==> src/rtl/lsu_multi.sv <==
// Load/store unit: one access per start, request/acknowledge bus handshake with timeout,
// byte-lane placement for stores and lane extraction with sign/zero extension for loads.
module lsu_multi #(
    parameter int XLEN     = 32,
    parameter int ADDR_W   = 32,
    parameter int MAX_WAIT = 15
) (
    input  logic              clk,
    input  logic              reset,
    input  logic              start,
    input  logic              we,
    input  logic [2:0]        funct3,
    input  logic [ADDR_W-1:0] addr,
    input  logic [XLEN-1:0]   wdata,
    output logic              busy,
    output logic              done,
    output logic [XLEN-1:0]   rdata,
    output logic [1:0]        err_code,
    output logic              mem_req,
    output logic              mem_we,
    output logic [ADDR_W-1:0] mem_adr,
    output logic [XLEN/8-1:0] mem_be,
    output logic [XLEN-1:0]   mem_wdata,
    input  logic              mem_ack,
    input  logic [XLEN-1:0]   mem_rdata
);
    localparam int NB = XLEN / 8;
    localparam int L  = $clog2(NB);
    localparam int CW = (MAX_WAIT > 0) ? $clog2(MAX_WAIT + 1) : 1;
    localparam logic [31:0] MAX_WAIT_U = MAX_WAIT;

    localparam logic [1:0] ERR_OK       = 2'b00;
    localparam logic [1:0] ERR_MISALIGN = 2'b01;
    localparam logic [1:0] ERR_SIZE     = 2'b10;
    localparam logic [1:0] ERR_TIMEOUT  = 2'b11;

    typedef enum logic [1:0] {IDLE, ACCESS, RESP} state_t;

    state_t        state_reg;
    logic          we_reg;
    logic [2:0]    funct3_reg;
    logic [L-1:0]  lane_reg;
    logic [CW-1:0] count_reg;

    logic [1:0]        req_size;
    logic [L-1:0]      req_lane;
    logic [31:0]       req_nbytes;
    logic [ADDR_W-1:0] req_adr;
    logic              req_illegal;
    logic              req_misaligned;
    logic [NB-1:0]     req_be;
    logic [XLEN-1:0]   req_wkeep;
    logic [XLEN-1:0]   req_wdata;

    assign req_size   = funct3[1:0];
    assign req_lane   = addr[L-1:0];
    assign req_nbytes = 32'd1 << req_size;
    assign req_adr    = {addr[ADDR_W-1:L], {L{1'b0}}};

    // funct3[2] (unsigned) is only meaningful for loads narrower than XLEN
    assign req_illegal = ((XLEN == 32) && (req_size == 2'b11))
                      || ((XLEN == 32) && (req_size == 2'b10) && funct3[2])
                      || (we && funct3[2]);

    always_comb begin
        case (req_size)
            2'b00:   req_misaligned = 1'b0;
            2'b01:   req_misaligned = addr[0];
            2'b10:   req_misaligned = |addr[1:0];
            default: req_misaligned = |addr[2:0];
        endcase
    end

    generate
        for (genvar gi = 0; gi < NB; gi++) begin : g_byte
            localparam logic [31:0] IDX = gi;
            assign req_be[gi] = (IDX >= 32'(req_lane)) && (IDX < 32'(req_lane) + req_nbytes);
            assign req_wkeep[gi*8 +: 8] = (IDX < req_nbytes) ? wdata[gi*8 +: 8] : 8'h00;
        end
    endgenerate

    assign req_wdata = we ? (req_wkeep << {req_lane, 3'b000}) : '0;

    // Load path: bring the addressed lane down to bit 0, then extend to XLEN.
    logic [XLEN-1:0] ld_shifted;
    logic [XLEN-1:0] ld_value;
    logic [6:0]      ld_width;
    logic            ld_sign;

    assign ld_shifted = mem_rdata >> {lane_reg, 3'b000};

    always_comb begin
        ld_value = ld_shifted;
        ld_width = 7'(XLEN);
        ld_sign  = 1'b0;
        case (funct3_reg[1:0])
            2'b00: begin
                ld_value = XLEN'(ld_shifted[7:0]);
                ld_width = 7'd8;
                ld_sign  = ld_shifted[7];
            end
            2'b01: begin
                ld_value = XLEN'(ld_shifted[15:0]);
                ld_width = 7'd16;
                ld_sign  = ld_shifted[15];
            end
            2'b10: begin
                ld_value = XLEN'(ld_shifted[31:0]);
                ld_width = 7'd32;
                ld_sign  = ld_shifted[31];
            end
            default: begin
                ld_value = ld_shifted;
                ld_width = 7'(XLEN);
                ld_sign  = 1'b0;
            end
        endcase
        if (!funct3_reg[2] && ld_sign)
            ld_value = ld_value | ({XLEN{1'b1}} << ld_width);
    end

    logic timeout;
    assign timeout = (MAX_WAIT != 0) && ((32'(count_reg) + 32'd1) >= MAX_WAIT_U);

    always_ff @(posedge clk) begin
        if (reset) begin
            state_reg  <= IDLE;
            we_reg     <= 1'b0;
            funct3_reg <= 3'b000;
            lane_reg   <= '0;
            count_reg  <= '0;
            busy       <= 1'b0;
            done       <= 1'b0;
            rdata      <= '0;
            err_code   <= ERR_OK;
            mem_req    <= 1'b0;
            mem_we     <= 1'b0;
            mem_adr    <= '0;
            mem_be     <= '0;
            mem_wdata  <= '0;
        end else begin
            done <= 1'b0;
            case (state_reg)
                IDLE: begin
                    if (start) begin
                        we_reg     <= we;
                        funct3_reg <= funct3;
                        lane_reg   <= req_lane;
                        count_reg  <= '0;
                        busy       <= 1'b1;
                        if (req_illegal || req_misaligned) begin
                            state_reg <= RESP;
                            done      <= 1'b1;
                            rdata     <= '0;
                            err_code  <= req_illegal ? ERR_SIZE : ERR_MISALIGN;
                        end else begin
                            state_reg <= ACCESS;
                            mem_req   <= 1'b1;
                            mem_we    <= we;
                            mem_adr   <= req_adr;
                            mem_be    <= req_be;
                            mem_wdata <= req_wdata;
                        end
                    end
                end
                ACCESS: begin
                    // An ack arriving in the timeout cycle still completes the access.
                    if (mem_ack || timeout) begin
                        state_reg <= RESP;
                        done      <= 1'b1;
                        err_code  <= mem_ack ? ERR_OK : ERR_TIMEOUT;
                        rdata     <= (mem_ack && !we_reg) ? ld_value : '0;
                        mem_req   <= 1'b0;
                        mem_we    <= 1'b0;
                        mem_adr   <= '0;
                        mem_be    <= '0;
                        mem_wdata <= '0;
                    end else begin
                        count_reg <= count_reg + CW'(1);
                    end
                end
                RESP: begin
                    state_reg <= IDLE;
                    busy      <= 1'b0;
                end
                default: state_reg <= IDLE;
            endcase
        end
    end
endmodule

==> config.mk <==
export PLATFORM = sky130hd
export DESIGN_NAME = lsu_multi
export DESIGN_NICKNAME = d
export VERILOG_FILES = /design/src/rtl/lsu_multi.sv
export SDC_FILE = /design/constraint.sdc
export NUM_CORES = 1
export LEC_CHECK = 0
export BUFFER_PORTS_ARGS = -buffer_cell sky130_fd_sc_hd__buf_2
export CAP_MARGIN = 10
export CORE_ASPECT_RATIO = 0.75
export CORE_MARGIN = 8
export CORE_UTILIZATION = 44
export CTS_CLUSTER_DIAMETER = 40
export CTS_CLUSTER_SIZE = 8
export DETAILED_ROUTE_END_ITERATION = 6
export GPL_TIMING_DRIVEN = 0
export PLACE_DENSITY = 0.73
export SYNTH_ARGS = -nofsm -noshare
export SYNTH_HDL_FRONTEND = slang
export SYNTH_SLANG_ARGS = --single-unit
==> constraint.sdc <==
create_clock -name clk -period 1.85 [get_ports clk]
set_input_delay 0.0925 -clock clk [delete_from_list [all_inputs] [get_ports clk]]
set_output_delay 0.0925 -clock clk [all_outputs]
set_load 0.01 [all_outputs]
Word level (Yosys, flattened, before mapping)
Cells that the tools add are included.

word-level totals
  word-level logic and storage cells = 124
  RAM bits = 0
  bits in registers = 118
  memories = 0
  ROM bits = 0
  latch bits = 0
  input bits = 104
  output and inout bits = 106

operators by class
  shifts and indexed selects = 4
  eq/ne operators = 12
  mux-type cells = 52
  multipliers = 0
  $lt $le $gt $ge = 12
  add/sub/neg operators = 3
  bitwise logic cells = 1
  reductions and logical operators = 26
  div/mod/pow operators = 0

operators by type and width
  operator                                                               count
  32-bit 2-to-1 mux                                                      11
  32-bit case mux with 2 select lines                                    4
  1-bit by 32-bit < comparator with 1-bit output, first input constant   4
  2-bit by 32-bit < comparator with 1-bit output, first input constant   4
  2-bit by 32-bit adder with 32-bit output                               1
  8-bit 2-to-1 mux                                                       4
  32-bit OR                                                              1
  1-bit by 2-bit << shifter with 32-bit output, first input constant     1
  32-bit by 5-bit << shifter with 32-bit output                          1
  32-bit by 7-bit << shifter with 32-bit output, first input constant    1
  32-bit by 5-bit right shift with 32-bit output                         1
  4-bit 2-to-1 mux                                                       5
  2-bit 2-to-1 mux                                                       8
  4-bit case mux with 2 select lines                                     2
  6-bit case mux with 2 select lines                                     1
  2-bit inequality test, second input constant                           5
  1-bit 2-to-1 mux                                                       9
  2-bit equality test, second input constant                             4
  1-bit case mux with 2 select lines                                     4
  2-bit case mux with 2 select lines                                     2
  4-bit AND reduction                                                    2
  1-bit logical AND                                                      7
  2-bit by 1-bit equality test with 1-bit output, second input constant  3
  2-bit zero test                                                        3
  other kinds (13)                                                       22

Longest topological paths before layout
  depth in word-level cells = 8
  mapped depth = 9
  depth with buffers taken out = 8

Least setup slack after synthesis
No wires, ideal clock.

  kind = reg-to-reg
  from = reg count_reg[0]
  to = reg rdata[31]
  buffers on the path = 2
  period minus slack after synthesis = 1.998 ns
  slack = -0.148 ns
  data arrival time = 1.875 ns
  cell stages (with the launch flop) = 10
  path through = dfxtp_1 -> inv_1 -> ha_1 -> nor2_1 -> o22a_1 -> nand3_1 -> and4b_1 -> clkbuf_2 -> buf_6 -> a221o_2

on the way
  cells in the longest elaborated chain, start to end = 5

RTL lines
  what                                            line  text
  start: declaration                              43    logic [CW-1:0] count_reg;
  start signal: assignment                        179   count_reg <= count_reg + CW'(1);
  4-bit by 1-bit adder with 5-bit output          123   assign timeout = (MAX_WAIT != 0) && ((32'(count_reg) + 32'd1) >= MAX_WAIT_U);
  5-bit by 4-bit >= comparator with 1-bit output  123
  1-bit logical OR                                168   if (mem_ack || timeout) begin
  2-bit inequality test (no line)                 -
  4-bit AND reduction (no line)                   -
  end signal: assignment                          172   rdata <= (mem_ack && !we_reg) ? ld_value : '0;
  end: declaration                                17    output logic [XLEN-1:0] rdata,

No other way between the ends.
A chain may end at the register's enable or synchronous reset.

Worst setup path after layout
  from = reg count_reg[0]
  to = reg mem_wdata[14]

on the way
  cells in the longest elaborated chain, start to end = 5

RTL lines
  what                                            line  text
  4-bit by 1-bit adder with 5-bit output          123
  5-bit by 4-bit >= comparator with 1-bit output  123
  1-bit logical OR                                168
  2-bit inequality test (no line)                 -
  4-bit AND reduction (no line)                   -
  end signal: assignment                          162   mem_wdata <= req_wdata;
  end: declaration                                23    output logic [XLEN-1:0] mem_wdata,

No other way between the ends.

==> impl_metrics.csv <==
group,metric,value,unit
global_routing,grt_pass1_wl,31610,microns
power_and_ir_drop,finalPower,7361,uW
sta,finClkSkew,0.009766,ns
worst_setup_path,startpoint_type,"flip-flop",
worst_setup_path,cp_max_fo,10,
worst_setup_path,reg2regPathDepth,9,
synth,syn-instance-count,619,
place,portBuffers,205,
power_and_ir_drop,p_per_area,843.0,nW/um^2
floorplanning,row_count,35,
drt,viasPerCell,5.425,
clock_tree,cts_made_buffers,17,
place,placed_area,6660,sq um
outcome,violations,"negative setup slack",
outcome,status,"finished, violations left",
synth,async_flop_share,0,%
drt,drt_wl_total,21200,microns
worst_hold_path,hp-class,"input port to flip-flop",
sta,tightest_slew,0.9561,ns
worst_setup_path,endpoint_kind,"flip-flop",
finish,fillers,868,
power_and_ir_drop,irDropWorstVdd,0.6589,mV
clock_tree,htree_levels,4,
synth,ys_top_cells_by_count,"dfxtp_1 (116), nand2_1 (95), inv_1 (82)",
job,drv_cap,0,
floorplanning,io_pins,210,
sta,finalSetupViolCount,91,
synth,synth.most_common_cell,"dfxtp_1",
floorplanning,start_util,44.48,%
finish,final_nets,1021,
worst_setup_path,crit_type,"flip-flop to flip-flop",
finish,area_growth,61.85,%
floorplanning,chipHeight,111.9,microns
sta,finalHoldViolCount,0,
finish,reg.largest.list,"mem_wdata: 32 flops, rdata: 32 flops, mem_adr: 30 flops",
place,post-place-ws,-0.4483,ns
sta,slew_headroom,36.26,%
sta,timing.final.ws_setup,-0.1393,ns
worst_hold_path,whs_path_depth,3,
global_routing,grt_start_max_net_pins,17,
power_and_ir_drop,leakagePower,0.003773,uW
synth,synth.top_cell.area_share,43.04,%
drt,wl_per_cell,19.38,microns
clock_tree,root_buffer,"clkbuf_16",
global_routing,grt_pass1_vias,5828,
global_routing,antenna_found_initial,3,
sta,min_period_over_period,107.5,%
synth,yosysSeqAreaShare,43.04,%
sta,rsz0062_at_grt,"true",
drt,vias,5935,
place,place_congestion,0.9231,
clock_tree,clockBufferDepth,2,
clock_tree,worstSkewPairLatency,0.42,ns
synth,avgSynthCellArea,8.716,sq um
synth,yosysTopAreaCell,"dfxtp_1",
sta,min_period,1.989,ns
finish,drive_above_1_share,42.44,%
drt,dr.pass1.iters,5,
sta,fmax,502.7,MHz
finish,fin_util,71.99,%
sta,whs,0.01582,ns
floorplanning,die_area,16100,sq um
synth,synth_cell_types,53,
drt,drc,0,
clock_tree,cts_tree,"done",
place,hpwl,13640,microns
synth,synth-edff-count,0,
synth,yosys-top-cells-area,"dfxtp_1 (43%), o31ai_1 (7.8%), nand2_1 (6.6%), inv_1 (5.7%), mux2i_1 (3.5%)",
finish,multiInputGateArea,3134,sq um
finish,fin_area,8732,sq um
synth,ys_ff_latch,116,
global_routing,grt_use_total,24.81,%
worst_setup_path,required,2.16,ns
clock_tree,clk_pin_slew,0.06,ns
finish,regArea,2328,sq um
global_routing,overflow,0,
floorplanning,design.core.area,12130,sq um
drt,drtIter0Drc,522,
worst_setup_path,arrival,2.30,ns
sta,maxSlewViolCount,0,
clock_tree,clock_sinks,116,
drt,ant_nets,0,
synth,synth_top_flop_cell,"dfxtp_1",
floorplanning,dieWidth,143.9,microns
synth,yosys_warnings,0,
synth,syn-cell-area,5395,sq um
cell families (layout without fill, tap and decap cells):
logic type      Yosys count  count (layout)  share of synthesized area, %
flops                   116             116                         43.04
simple gates            151             151                         12.83
buf+inv                 130             436                         10.27
other cells               1               4                       0.06951
mux                      30              30                         5.890
xor+xnor                  2               2                        0.3247
fa+ha+maj                 4               4                         1.067
compound gates          185             185                         26.51
what timing repair did:
| action | in CTS | in global routing |
|---|---|---|
| hold buffers | 49 | 0 |
| pin swaps | 9 | 8 |
| gates cloned | 4 | 1 |
| endpoints found under the setup margin | 100 | 100 |
| gates resized for setup | 115 | 34 |
| endpoints found under the hold margin | 49 | 0 |
| buffers inserted | 12 | 3 |
cell usage in the layout, fill, tap and decap left out, drive strengths merged, types with 3 or more instances in the layout:
master       synthesis  final
dlygate4sd3          0     49
o22ai               17     17
mux2i               19     19
o32ai               11     11
inv                 82     86
nor2b               16     16
o2bb2ai              3      3
a32o                14     14
nor2                10     10
clkinvlp             0      4
a21oi               21     21
clkbuf              29     47
o31a                 8      8
nor3                 5      5
a211o                8      8
buf                 19    244
nor4                 3      3
o31ai               56     56
mux2                11     11
o21ai               14     14
nand2               95     95
bufinv               0      4
a22oi                9      9
ha                   3      3
dfxtp              116    116
nand3                7      7
a221o               16     16
nand2b               6      6
routing by layer:
| layer | global-route usage [%] | up-vias | share of wire (%) |
|---|---|---|---|
| li1 | - | 2798 | - |
| met1 | 31.74 | 2767 | 41 |
| met2 | 38.81 | 314 | 47 |
| met4 | 9.783 | 2 | 3.0 |
| met3 | 6.584 | 54 | 8.4 |
| met5 | 0 | - | 0.061 |
path summary, 6_finish.rpt:
kind	from	to	slack, ns
max reg2reg	count_reg[0]	mem_wdata[14]	-0.14
min	funct3[1]	funct3_reg[1]	0.02
max	count_reg[0]	mem_wdata[14]	-0.14
min reg2reg	mem_wdata[25]	mem_wdata[25]	0.46
report_power, final:
part / internal [uW] / leakage (uW) / total [uW] / switching [uW]
Clock: 2310 / 0.000300 / 3590 / 1290
Combinational: 521 / 0.00253 / 1150 / 634
Sequential: 2570 / 0.000941 / 2610 / 44.6
layout make-up:
cell class	instances	share of cell area (%)
diodes	2	0.05731
clock inverters	14	2.278
multi-input cells	374	35.89
well taps	166	2.379
plain buffers	47	3.998
clock buffers	18	5.029
repair buffers	275	20.15
flip-flops and latches	116	26.67
inverters	82	3.554
stage by stage:
stage                     instances  TNS [ns]
after floorplan                 620  -0.09251
after global placement          991    -30.75
after detailed placement        992    -33.36
after CTS                      1088    -2.386
after global routing           1094    -13.58
final                          1094    -6.911
worst max-delay path, cell delays in order, from the launching register on:
cell,delay (ns)
dfxtp_4,0.39
inv_4,0.05
ha_4,0.28
nor2_4,0.03
o22a_1,0.26
a31oi_4,0.21
a21oi_4,0.12
buf_4,0.16
buf_8,0.14
o32ai_1,0.24
No activity file was read; power rests on OpenSTA's default activity.
